$ cat config.mk
export PLATFORM = sky130hd
export DESIGN_NAME = cnn_window_fetcher_flat
export DESIGN_NICKNAME = d
export VERILOG_FILES = /design/src/rtl/cnn_window_fetcher_pkg.sv /design/src/rtl/cnn_window_fetcher_if.sv /design/src/rtl/cnn_window_fetcher_addr_gen.sv /design/src/rtl/cnn_window_fetcher.sv /design/src/flat_wrapper.sv
export SDC_FILE = /design/constraint.sdc
export NUM_CORES = 1
export LEC_CHECK = 0
export ABC_AREA = 1
export CORE_AREA = 2 2 335 337
export CTS_CLUSTER_DIAMETER = 200
export DETAILED_ROUTE_END_ITERATION = 10
export DIE_AREA = 0 0 337 339
export GPL_TIMING_DRIVEN = 1
export PLACE_DENSITY_LB_ADDON = 0.05
export SYNTH_ARGS = -nofsm -noshare
export SYNTH_HDL_FRONTEND = slang
export SYNTH_HIERARCHICAL = 1
export SYNTH_SLANG_ARGS = --single-unit
$ cat constraint.sdc
create_clock -name clk -period 2.8 [get_ports clk]
set_input_delay 0.42 -clock clk [delete_from_list [all_inputs] [get_ports clk]]
set_output_delay 0.42 -clock clk [all_outputs]
set_load 0.01 [all_outputs]
$ cat src/rtl/cnn_window_fetcher_pkg.sv
// Shared types and constants for the CNN window fetcher slice.
package cnn_pkg;

  localparam int DATA_W = 16;
  localparam int ADDR_W = 16;
  localparam int K      = 5;
  localparam int PORT_W = 25;
  localparam int R_W    = $clog2(K);

  typedef logic [DATA_W-1:0] word_t;
  typedef logic [ADDR_W-1:0] addr_t;
  typedef logic [R_W-1:0]    ridx_t;
  // Word r*K+c of a window is pixel (row+r, col+c).
  typedef word_t [K*K-1:0]   window_t;

  typedef enum logic [1:0] {IDLE, FETCH, OUT, DONE} fetch_state_t;

  // A frame holds at least one window only if both dimensions reach K.
  function automatic logic frame_fits(addr_t w, addr_t h);
    return (w >= addr_t'(K)) && (h >= addr_t'(K));
  endfunction

endpackage

$ cat src/rtl/cnn_window_fetcher_if.sv
// Memory read port and window handshake between fetcher and its neighbours.
interface cnn_window_fetcher_if;
  import cnn_pkg::*;

  addr_t                      mem_addr;
  logic [PORT_W*DATA_W-1:0]   mem_rd_data;
  logic                       mem_rd_active;
  window_t                    win_data;
  logic                       win_valid;
  logic                       win_ready;

  // Fetcher side: drives the address and presents windows.
  modport master (
    output mem_addr, mem_rd_active, win_data, win_valid,
    input  mem_rd_data, win_ready
  );

  // Memory / convolution-engine side.
  modport slave (
    input  mem_addr, mem_rd_active, win_data, win_valid,
    output mem_rd_data, win_ready
  );

endinterface

$ cat src/rtl/cnn_window_fetcher_addr_gen.sv
// Window position counters and multiplier-free read address accumulators.
module cnn_addr_gen
  import cnn_pkg::*;
(
  input  logic  clk,
  input  logic  rst_n,
  input  logic  load,
  input  logic  step_r,
  input  logic  step_win,
  input  addr_t img_base,
  input  addr_t img_w,
  input  addr_t img_h,
  output addr_t rd_ptr,
  output logic  last_r,
  output logic  last_win
);

  addr_t w_reg;
  addr_t h_reg;
  addr_t row_reg;
  addr_t col_reg;
  addr_t row_ptr_reg;
  addr_t rd_ptr_reg;
  ridx_t r_reg;
  addr_t col_lim;
  addr_t row_lim;

  // Last legal window origin along each axis.
  assign col_lim  = w_reg - addr_t'(K);
  assign row_lim  = h_reg - addr_t'(K);
  assign last_r   = (r_reg == ridx_t'(K - 1));
  assign last_win = (row_reg == row_lim) && (col_reg == col_lim);
  assign rd_ptr   = rd_ptr_reg;

  // row_ptr tracks base + row*w; rd_ptr walks down the window one image row per step.
  always_ff @(posedge clk or negedge rst_n) begin
    if (!rst_n) begin
      w_reg       <= '0;
      h_reg       <= '0;
      row_reg     <= '0;
      col_reg     <= '0;
      row_ptr_reg <= '0;
      rd_ptr_reg  <= '0;
      r_reg       <= '0;
    end else if (load) begin
      w_reg       <= img_w;
      h_reg       <= img_h;
      row_reg     <= '0;
      col_reg     <= '0;
      row_ptr_reg <= img_base;
      rd_ptr_reg  <= img_base;
      r_reg       <= '0;
    end else if (step_r) begin
      if (last_r) begin
        r_reg <= '0;
      end else begin
        r_reg      <= r_reg + ridx_t'(1);
        rd_ptr_reg <= rd_ptr_reg + w_reg;
      end
    end else if (step_win) begin
      if (col_reg < col_lim) begin
        col_reg    <= col_reg + addr_t'(1);
        rd_ptr_reg <= row_ptr_reg + col_reg + addr_t'(1);
      end else begin
        col_reg     <= '0;
        row_reg     <= row_reg + addr_t'(1);
        row_ptr_reg <= row_ptr_reg + w_reg;
        rd_ptr_reg  <= row_ptr_reg + w_reg;
      end
    end
  end

endmodule

$ cat src/rtl/cnn_window_fetcher.sv
// Assembles KxK sliding windows from the wide memory read port and hands them downstream.
module cnn_window_fetcher
  import cnn_pkg::*;
(
  input  logic                  clk,
  input  logic                  rst_n,
  input  logic                  start,
  input  addr_t                 img_base,
  input  addr_t                 img_w,
  input  addr_t                 img_h,
  cnn_window_fetcher_if.master  bus,
  output logic                  busy,
  output logic                  done,
  output logic                  err
);

  localparam int ROW_BITS = K * DATA_W;
  localparam int WIN_BITS = K * K * DATA_W;

  fetch_state_t         state_reg;
  fetch_state_t         state_next;
  logic [WIN_BITS-1:0]  win_reg;
  logic                 err_reg;
  addr_t                rd_ptr;
  logic                 last_r;
  logic                 last_win;
  logic                 load;
  logic                 step_r;
  logic                 step_win;
  logic                 fits;
  logic                 unused_port_words;

  // Only the first K words of each read belong to the window.
  assign unused_port_words = ^bus.mem_rd_data[PORT_W*DATA_W-1:ROW_BITS];

  assign fits     = frame_fits(img_w, img_h);
  assign load     = (state_reg == IDLE) && start;
  assign step_r   = (state_reg == FETCH);
  assign step_win = (state_reg == OUT) && bus.win_ready;

  cnn_addr_gen u_addr_gen (
    .clk      (clk),
    .rst_n    (rst_n),
    .load     (load),
    .step_r   (step_r),
    .step_win (step_win),
    .img_base (img_base),
    .img_w    (img_w),
    .img_h    (img_h),
    .rd_ptr   (rd_ptr),
    .last_r   (last_r),
    .last_win (last_win)
  );

  // State register.
  always_ff @(posedge clk or negedge rst_n) begin
    if (!rst_n) state_reg <= IDLE;
    else        state_reg <= state_next;
  end

  // Next-state logic: a too-small frame skips straight to DONE.
  always_comb begin
    state_next = state_reg;
    case (state_reg)
      IDLE:    if (start) state_next = fits ? FETCH : DONE;
      FETCH:   if (last_r) state_next = OUT;
      OUT:     if (bus.win_ready) state_next = last_win ? DONE : FETCH;
      DONE:    state_next = IDLE;
      default: state_next = IDLE;
    endcase
  end

  // Outputs decoded from state; memory is only claimed while fetching.
  always_comb begin
    bus.mem_rd_active = (state_reg == FETCH);
    bus.win_valid     = (state_reg == OUT);
    busy              = (state_reg == FETCH) || (state_reg == OUT);
    done              = (state_reg == DONE);
  end

  // Error flag reflects the size check of the most recently accepted start.
  always_ff @(posedge clk or negedge rst_n) begin
    if (!rst_n)    err_reg <= 1'b0;
    else if (load) err_reg <= ~fits;
  end

  // Rows shift in from the top, so after K fetches row 0 sits at the low words.
  always_ff @(posedge clk or negedge rst_n) begin
    if (!rst_n)      win_reg <= '0;
    else if (step_r) win_reg <= {bus.mem_rd_data[ROW_BITS-1:0], win_reg[WIN_BITS-1:ROW_BITS]};
  end

  assign bus.win_data = win_reg;
  assign bus.mem_addr = rd_ptr;
  assign err          = err_reg;

endmodule

$ cat src/flat_wrapper.sv
// flat-port wrapper written by rule: the top's interface ports become plain ports
module cnn_window_fetcher_flat import cnn_pkg::*;
  (clk, rst_n, start, img_base, img_w, img_h, busy, done, err, bus_mem_addr, bus_mem_rd_active, bus_win_data, bus_win_valid, bus_mem_rd_data, bus_win_ready);
  cnn_window_fetcher_if bus_i ();
  input  logic clk;
  input  logic rst_n;
  input  logic start;
  input  addr_t img_base;
  input  addr_t img_w;
  input  addr_t img_h;
  output logic busy;
  output logic done;
  output logic err;
  output wire logic [$bits(bus_i.mem_addr)-1:0] bus_mem_addr;
  output wire logic [$bits(bus_i.mem_rd_active)-1:0] bus_mem_rd_active;
  output wire logic [$bits(bus_i.win_data)-1:0] bus_win_data;
  output wire logic [$bits(bus_i.win_valid)-1:0] bus_win_valid;
  input wire logic [$bits(bus_i.mem_rd_data)-1:0] bus_mem_rd_data;
  input wire logic [$bits(bus_i.win_ready)-1:0] bus_win_ready;
  assign bus_mem_addr = bus_i.mem_addr;
  assign bus_mem_rd_active = bus_i.mem_rd_active;
  assign bus_win_data = bus_i.win_data;
  assign bus_win_valid = bus_i.win_valid;
  assign bus_i.mem_rd_data = bus_mem_rd_data;
  assign bus_i.win_ready = bus_win_ready;
  cnn_window_fetcher u_core (.clk(clk), .rst_n(rst_n), .start(start), .img_base(img_base), .img_w(img_w), .img_h(img_h), .bus(bus_i), .busy(busy), .done(done), .err(err));
endmodule
# == Word level (Yosys, flattened, before mapping) ==
# Index checks and enable logic that the tools add are counted.
# word_totals
regBits,502
latch_bits,0
mem_bits_rw,0
rom_bits,0
inputBits,452
output_inout_bits,421
word_cells,74
n_memories,0
# op_classes
n_addsub,9
n_mul,0
div,0
magnitude_cmp,3
eq_ne,12
n_shift,0
n_mux,26
bitwise_logic,1
n_reduce_logical,13
# ops
op,n
16-bit two-way mux,17
"16-bit by 1-bit adder with 16-bit output, second input constant",3
16-bit adder,3
16-bit equality test,2
"16-bit by 3-bit >= comparator with 1-bit output, second input constant",2
"16-bit by 3-bit subtractor with 16-bit output, second input constant",2
16-bit less-than comparator,1
2-bit two-way mux,5
3-bit two-way mux,3
"2-bit by 1-bit != test with 1-bit output, second input constant",4
2-bit one-hot mux with 4 select lines,1
3-bit AND reduction,2
"2-bit equality test, second input constant",2
1-bit logical AND,4
2-bit AND reduction,2
2-bit nonzero test,2
"3-bit by 1-bit adder with 3-bit output, second input constant",1
"3-bit equality test, second input constant",1
"3-bit != test, second input constant",1
3-bit nonzero test,1
"2-bit by 1-bit equality test with 1-bit output, second input constant",1
2-bit zero test,1
"2-bit != test, second input constant",1
1-bit logical OR,1
1-bit NOT,1

# == Longest topological paths before layout ==
# logic_depth
ltp_word,6
ltp_mapped,21
depth_no_buf,21

# == Modules after synthesis ==
# The synthesis kept the hierarchy.
# by_module_without_submodules
module,n_inst,cells_per_inst,area_each_um2,seq_area_each_um2
cnn_window_fetcher,1,1679,15328.5,10084.7
cnn_addr_gen,1,1290,8698.3,2477.4

# == Least setup slack after synthesis ==
# No wires, ideal clock.
# synth_timing
kind,reg2reg
start,register u_core.u_addr_gen.w_reg[1]
end,register u_core.u_addr_gen.row_reg[12]
setup_ns,0.095
t_arrival_ns,2.883
t_required_ns,2.705
slack_ns,-0.178
stages_incl_launch_ff,19
path_buffers,2
period_less_slack_ns,2.978
path_cell_list,dfrtp_1 > inv_1 > ha_1 > nor2_1 > nor3_1 > nand3_1 > nor3_1 > xor2_1 > ha_1 > nand2_2 > o21bai_1 > nand3_1 > a21oi_4 > nand2_2 > nand2_4 > buf_6 > buf_6 > nand2_1 > o31ai_1
# synth_between
elab_chain_len,4
# synth_rtl
item,line,text
"start, declared",cnn_window_fetcher_addr_gen.sv:18,addr_t w_reg;
"start signal, assigned",cnn_window_fetcher_addr_gen.sv:46,w_reg <= img_w;
16-bit by 3-bit subtractor with 16-bit output,cnn_window_fetcher_addr_gen.sv:29,assign col_lim = w_reg - addr_t'(K);
16-bit less-than comparator,cnn_window_fetcher_addr_gen.sv:61,if (col_reg < col_lim) begin
2-bit by 1-bit != test with 1-bit output (no line),-,
3-bit AND reduction (no line),-,
"end signal, assigned",cnn_window_fetcher_addr_gen.sv:66,row_reg <= row_reg + addr_t'(1);
"end, declared",cnn_window_fetcher_addr_gen.sv:20,addr_t row_reg;
# Every way passes these cells.
# A chain may end at the register's enable or synchronous reset.

# == Final worst setup path ==
# layout_timing
start,register u_core.u_addr_gen.w_reg[4]
end,register u_core.u_addr_gen.rd_ptr_reg[3] (netlist: u_core/u_addr_gen/rd_ptr[3])
# layout_between
elab_chain_len,6
# layout_rtl
item,line,text
16-bit by 3-bit subtractor with 16-bit output,cnn_window_fetcher_addr_gen.sv:29,
16-bit less-than comparator,cnn_window_fetcher_addr_gen.sv:61,
16-bit two-way mux,cnn_window_fetcher_addr_gen.sv:61,
16-bit two-way mux,cnn_window_fetcher_addr_gen.sv:60,end else if (step_win) begin
16-bit two-way mux,cnn_window_fetcher_addr_gen.sv:53,end else if (step_r) begin
16-bit two-way mux,cnn_window_fetcher_addr_gen.sv:45,end else if (load) begin
"end signal, assigned",cnn_window_fetcher_addr_gen.sv:51,rd_ptr_reg <= img_base;
"end signal, assigned",cnn_window_fetcher_addr_gen.sv:58,rd_ptr_reg <= rd_ptr_reg + w_reg;
"end signal, assigned",cnn_window_fetcher_addr_gen.sv:63,rd_ptr_reg <= row_ptr_reg + col_reg + addr_t'(1);
"end, declared",cnn_window_fetcher_addr_gen.sv:23,addr_t rd_ptr_reg;
# Every way passes these cells. The select of a mux whose other input is x is not followed.

==> results.tsv <==
stage	metric	value	unit
sta	fmaxAchievable	345	MHz
die	initial_core_util	0.218	
yosys	ys_ff_latch	502	
place	gp_congestion	0.815	
critical_path	r2r-end	u_core/u_addr_gen/rd_ptr[3]	
die	pin_count	873	
cells_and_area	final_cell_mix	1310 x nand2_1, 551 x clkdlybuf4s50_1, 502 x dfrtp_1	
outcome	violations	setup timing	
power_and_ir_drop	power	45.2	mW
clocking	cts_made_buffers	67	
clocking	cts_sinks	502	
yosys	netlist_area	24000	um2
critical_path	crit_path_frequent_cell	buf_4	
critical_path	crit_path_end_kind	flop	
yosys	synth_warnings	6	
critical_path	ff2ff_setup_slack	-0.10	ns
clocking	cts_tree	yes	
clocking	root_buffer	clkbuf_16	
power_and_ir_drop	seq_power_share	0.287	
global_routing	grt_overflow_total	0	
power_and_ir_drop	vdd_ir_drop_max	0.618	mV
die	die_w	337	um
critical_path	crit_required	3.34	ns
sta	max_slew_margin	0.385	
sta	setup_slack	-0.102	ns
yosys	syn_nets	3496	
sta	tightestPinTransition	0.922	ns
critical_path	r2r-start	u_core/u_addr_gen/w_reg[4]	
power_and_ir_drop	sw_frac_of_total	0.439	
flow_run	drv_cap	0	
die	core	110000	um2
power_and_ir_drop	p_int	25.3	mW
place	hpwl	75700	um
critical_path	crit_buf_inv	4	
power_and_ir_drop	combPwrFrac	0.519	
clocking	clk_latency	0.63	ns
yosys	synthDistinctLibCells	50	
route	detail_route.wl_per_cell	19.4	um
route	drtIter0Drc	1189	
critical_path	crit_start	u_core/u_addr_gen/w_reg[4]	
cells_and_area	drive_gt1_frac	0.0945	
route	drt_wl_total	99200	um
critical_path	rr_worst_depth	18	
critical_path	crit_type	flop to flop	
die	dieArea	114000	um2
clocking	clkTransAtPathRegs	0.06	ns
yosys	netlist_instances	2969	
die	die_h	339	um
outcome	status	finished with violations	
worst_hold_path	hp-class	input pin to flop	
place	io_buffers	552	
cells_and_area	nets	4117	
sta	period_needed	2.90	ns
cells_and_area	largest_register_ffs	400	
clocking	clk_path_buf_depth	3	
critical_path	cpLargestDelayFamily	simple AND/OR/NAND/NOR gates	
sta	post-route-period-util	1.04	
cells_and_area	mostFrequentLayoutCell	nand2_1	
critical_path	critPathSlowestCell	dfrtp_1	
critical_path	cp.arrival	3.44	ns
place	dp_slack	-0.339	ns
power_and_ir_drop	p_per_area	1310	nW/um2
global_routing	grt_max_degree	186	
cells_and_area	multi_input_area	10200	um2
cells_and_area	regArea	12600	um2
cells_and_area	area_delta_synth_final	44.1	%
route	firstDrtPassIters	5	
global_routing	grt_pass1_vias	22000	
critical_path	start_kind	flop	
route	antenna_left	0	
power_and_ir_drop	p_switching	19.9	mW
route	drt-vias-per-instance	4.22	
critical_path	cp_cell_sequence	nor2_1, nand2_1, buf_6, nor3_4, nand3_2, buf_4, xor2_1, ha_1, nand2_2, nor3_4, buf_4, nand2_2, nand2_8, buf_4, nand2_1, nand3_2, o211ai_1, a21oi_1	
global_routing	grt_pass1_wl	148000	um
global_routing	grt_usage	0.171	
global_routing	antenna_found_initial	5	
route	via_count	21600	
route	post-route-drc-count	0	
sta	setup_violations	48	
power_and_ir_drop	clkPwrFrac	0.194	
sta	slew_viol_final	0	
sta	finClkSkew	0.0194	ns
cells_and_area	n_fill_cell	11800	
yosys	yosysSeqAreaShare	0.523	
die	rows	122	
sta	grt_setup_unrepaired	yes	
sta	hold_violations	0	
critical_path	cp-endpoint	u_core/u_addr_gen/rd_ptr[3]	
critical_path	crit_fanout	18	
power_and_ir_drop	leakagePower	16.8	nW
worst_hold_path	min_from	bus_mem_rd_data[0]	
clocking	htreeDepth	3	
critical_path	crit_path_max_incr_delay	0.37	ns
yosys	syn_avg_cell_area	8.09	um2
critical_path	cp.depth	18	
metal layers:
layer | GRT usage | routed length (um) | vias up
met4 | 0.0438 | 1860 | 2
met1 | 0.223 | 43900 | 10300
met2 | 0.279 | 46200 | 579
li1 | - | - | 10600
met5 | 0 | 13 | -
met3 | 0.0461 | 7250 | 106
cell type report:
class | count | area share
Sequential cell | 502 | 0.363
Antenna cell | 1 | 0.0000723
Timing Repair Buffer | 670 | 0.196
Tap cell | 1488 | 0.0538
Inverter | 249 | 0.0274
Multi-Input combinational cell | 2100 | 0.295
Clock inverter | 20 | 0.00763
Clock buffer | 98 | 0.0573
worst min path at each step:
stage                                          end  slack, ns  cells past startpoint
final                     u_core/bus.win_data[320]       0.35                      3
after floorplan             u_core/bus.win_data[0]       0.12                      0
after global placement     u_core/bus.win_data[45]       0.45                      2
after global routing      u_core/bus.win_data[347]       0.32                      3
after CTS                 u_core/bus.win_data[321]       0.29                      3
after detailed placement   u_core/bus.win_data[66]       0.46                      2
worst min-delay path, cell delays in order:
cell	delay (ns)
clkdlybuf4s50_1	0.40
nand2_1	0.07
nand2_1	0.05
power groups by stage:
stage | clock [mW] | sequential, mW | combinational [mW]
2_1_floorplan | 0 | 13.6 | 11.0
3_3_place_gp | 0 | 13.0 | 23.2
3_5_place_dp | 0 | 13.1 | 23.2
4_1_cts | 9.15 | 13.1 | 23.7
5_1_grt | 9.43 | 13.5 | 26.1
6_report | 8.77 | 13.0 | 23.4
stage by stage:
| stage | hold slack [ns] | setup TNS, ns | std cells | area (um2) | utilization |
|---|---|---|---|---|---|
| floorplan | 0.124 | 0 | 2969 | 24000 | - |
| global placement | 0.454 | -10.57 | 4995 | 31800 | 0.288 |
| detailed placement | 0.458 | -13.67 | 4995 | 31800 | 0.288 |
| CTS | 0.288 | -2.22 | 5119 | 34400 | 0.312 |
| global route | 0.323 | -16.33 | 5128 | 34600 | 0.314 |
| finish | 0.347 | -1.83 | 5128 | 34600 | 0.314 |
cells by family (layout without fill, tap and decap cells):
group / after synthesis / in the layout / share of synthesized area
buffers and inverters: 367 / 1037 / 0.0684
xor gates and xnor gates: 71 / 71 / 0.0259
adders and majority gates: 75 / 75 / 0.0400
other: 0 / 1 / 0
AOI/OAI and AO/OA: 323 / 323 / 0.0717
and+or+nand+nor: 1631 / 1631 / 0.271
DFF: 502 / 502 / 0.523
repair_timing:
action | 4_1_cts | 5_1_grt
pin swaps | 10 | 8
cloned | 1 | 2
endpoints found under the setup margin | 65 | 65
setup buffers | 4 | 6
hold buffers | 1 | 0
gates resized for setup | 73 | 33
endpoints found under the hold margin | 37 | 0
synth_stat cells, drive strengths merged:
cell type / count / area, um2
a211oi: 1 / 7.51
a21o: 2 / 15.0
a21oi: 91 / 482
a221oi: 1 / 8.76
a22o: 1 / 8.76
a22oi: 1 / 7.51
a31oi: 7 / 43.8
and2: 5 / 31.3
and3: 2 / 12.5
buf: 95 / 619
clkbuf: 23 / 86.3
clkinv: 2 / 7.51
dfrtp: 502 / 12600
fa: 3 / 60.1
ha: 72 / 901
inv: 247 / 930
nand2: 1327 / 5010
nand3: 109 / 561
nand4: 21 / 131
nor2: 134 / 533
nor3: 21 / 153
nor4: 8 / 65.1
o211ai: 4 / 30.0
o21a: 1 / 7.51
o21ai: 201 / 1010
o21bai: 4 / 30.0
o22ai: 2 / 18.8
o31ai: 7 / 52.6
or2: 4 / 25.0
xnor2: 17 / 149
xor2: 54 / 473
Power figures use the tool's default switching activity.
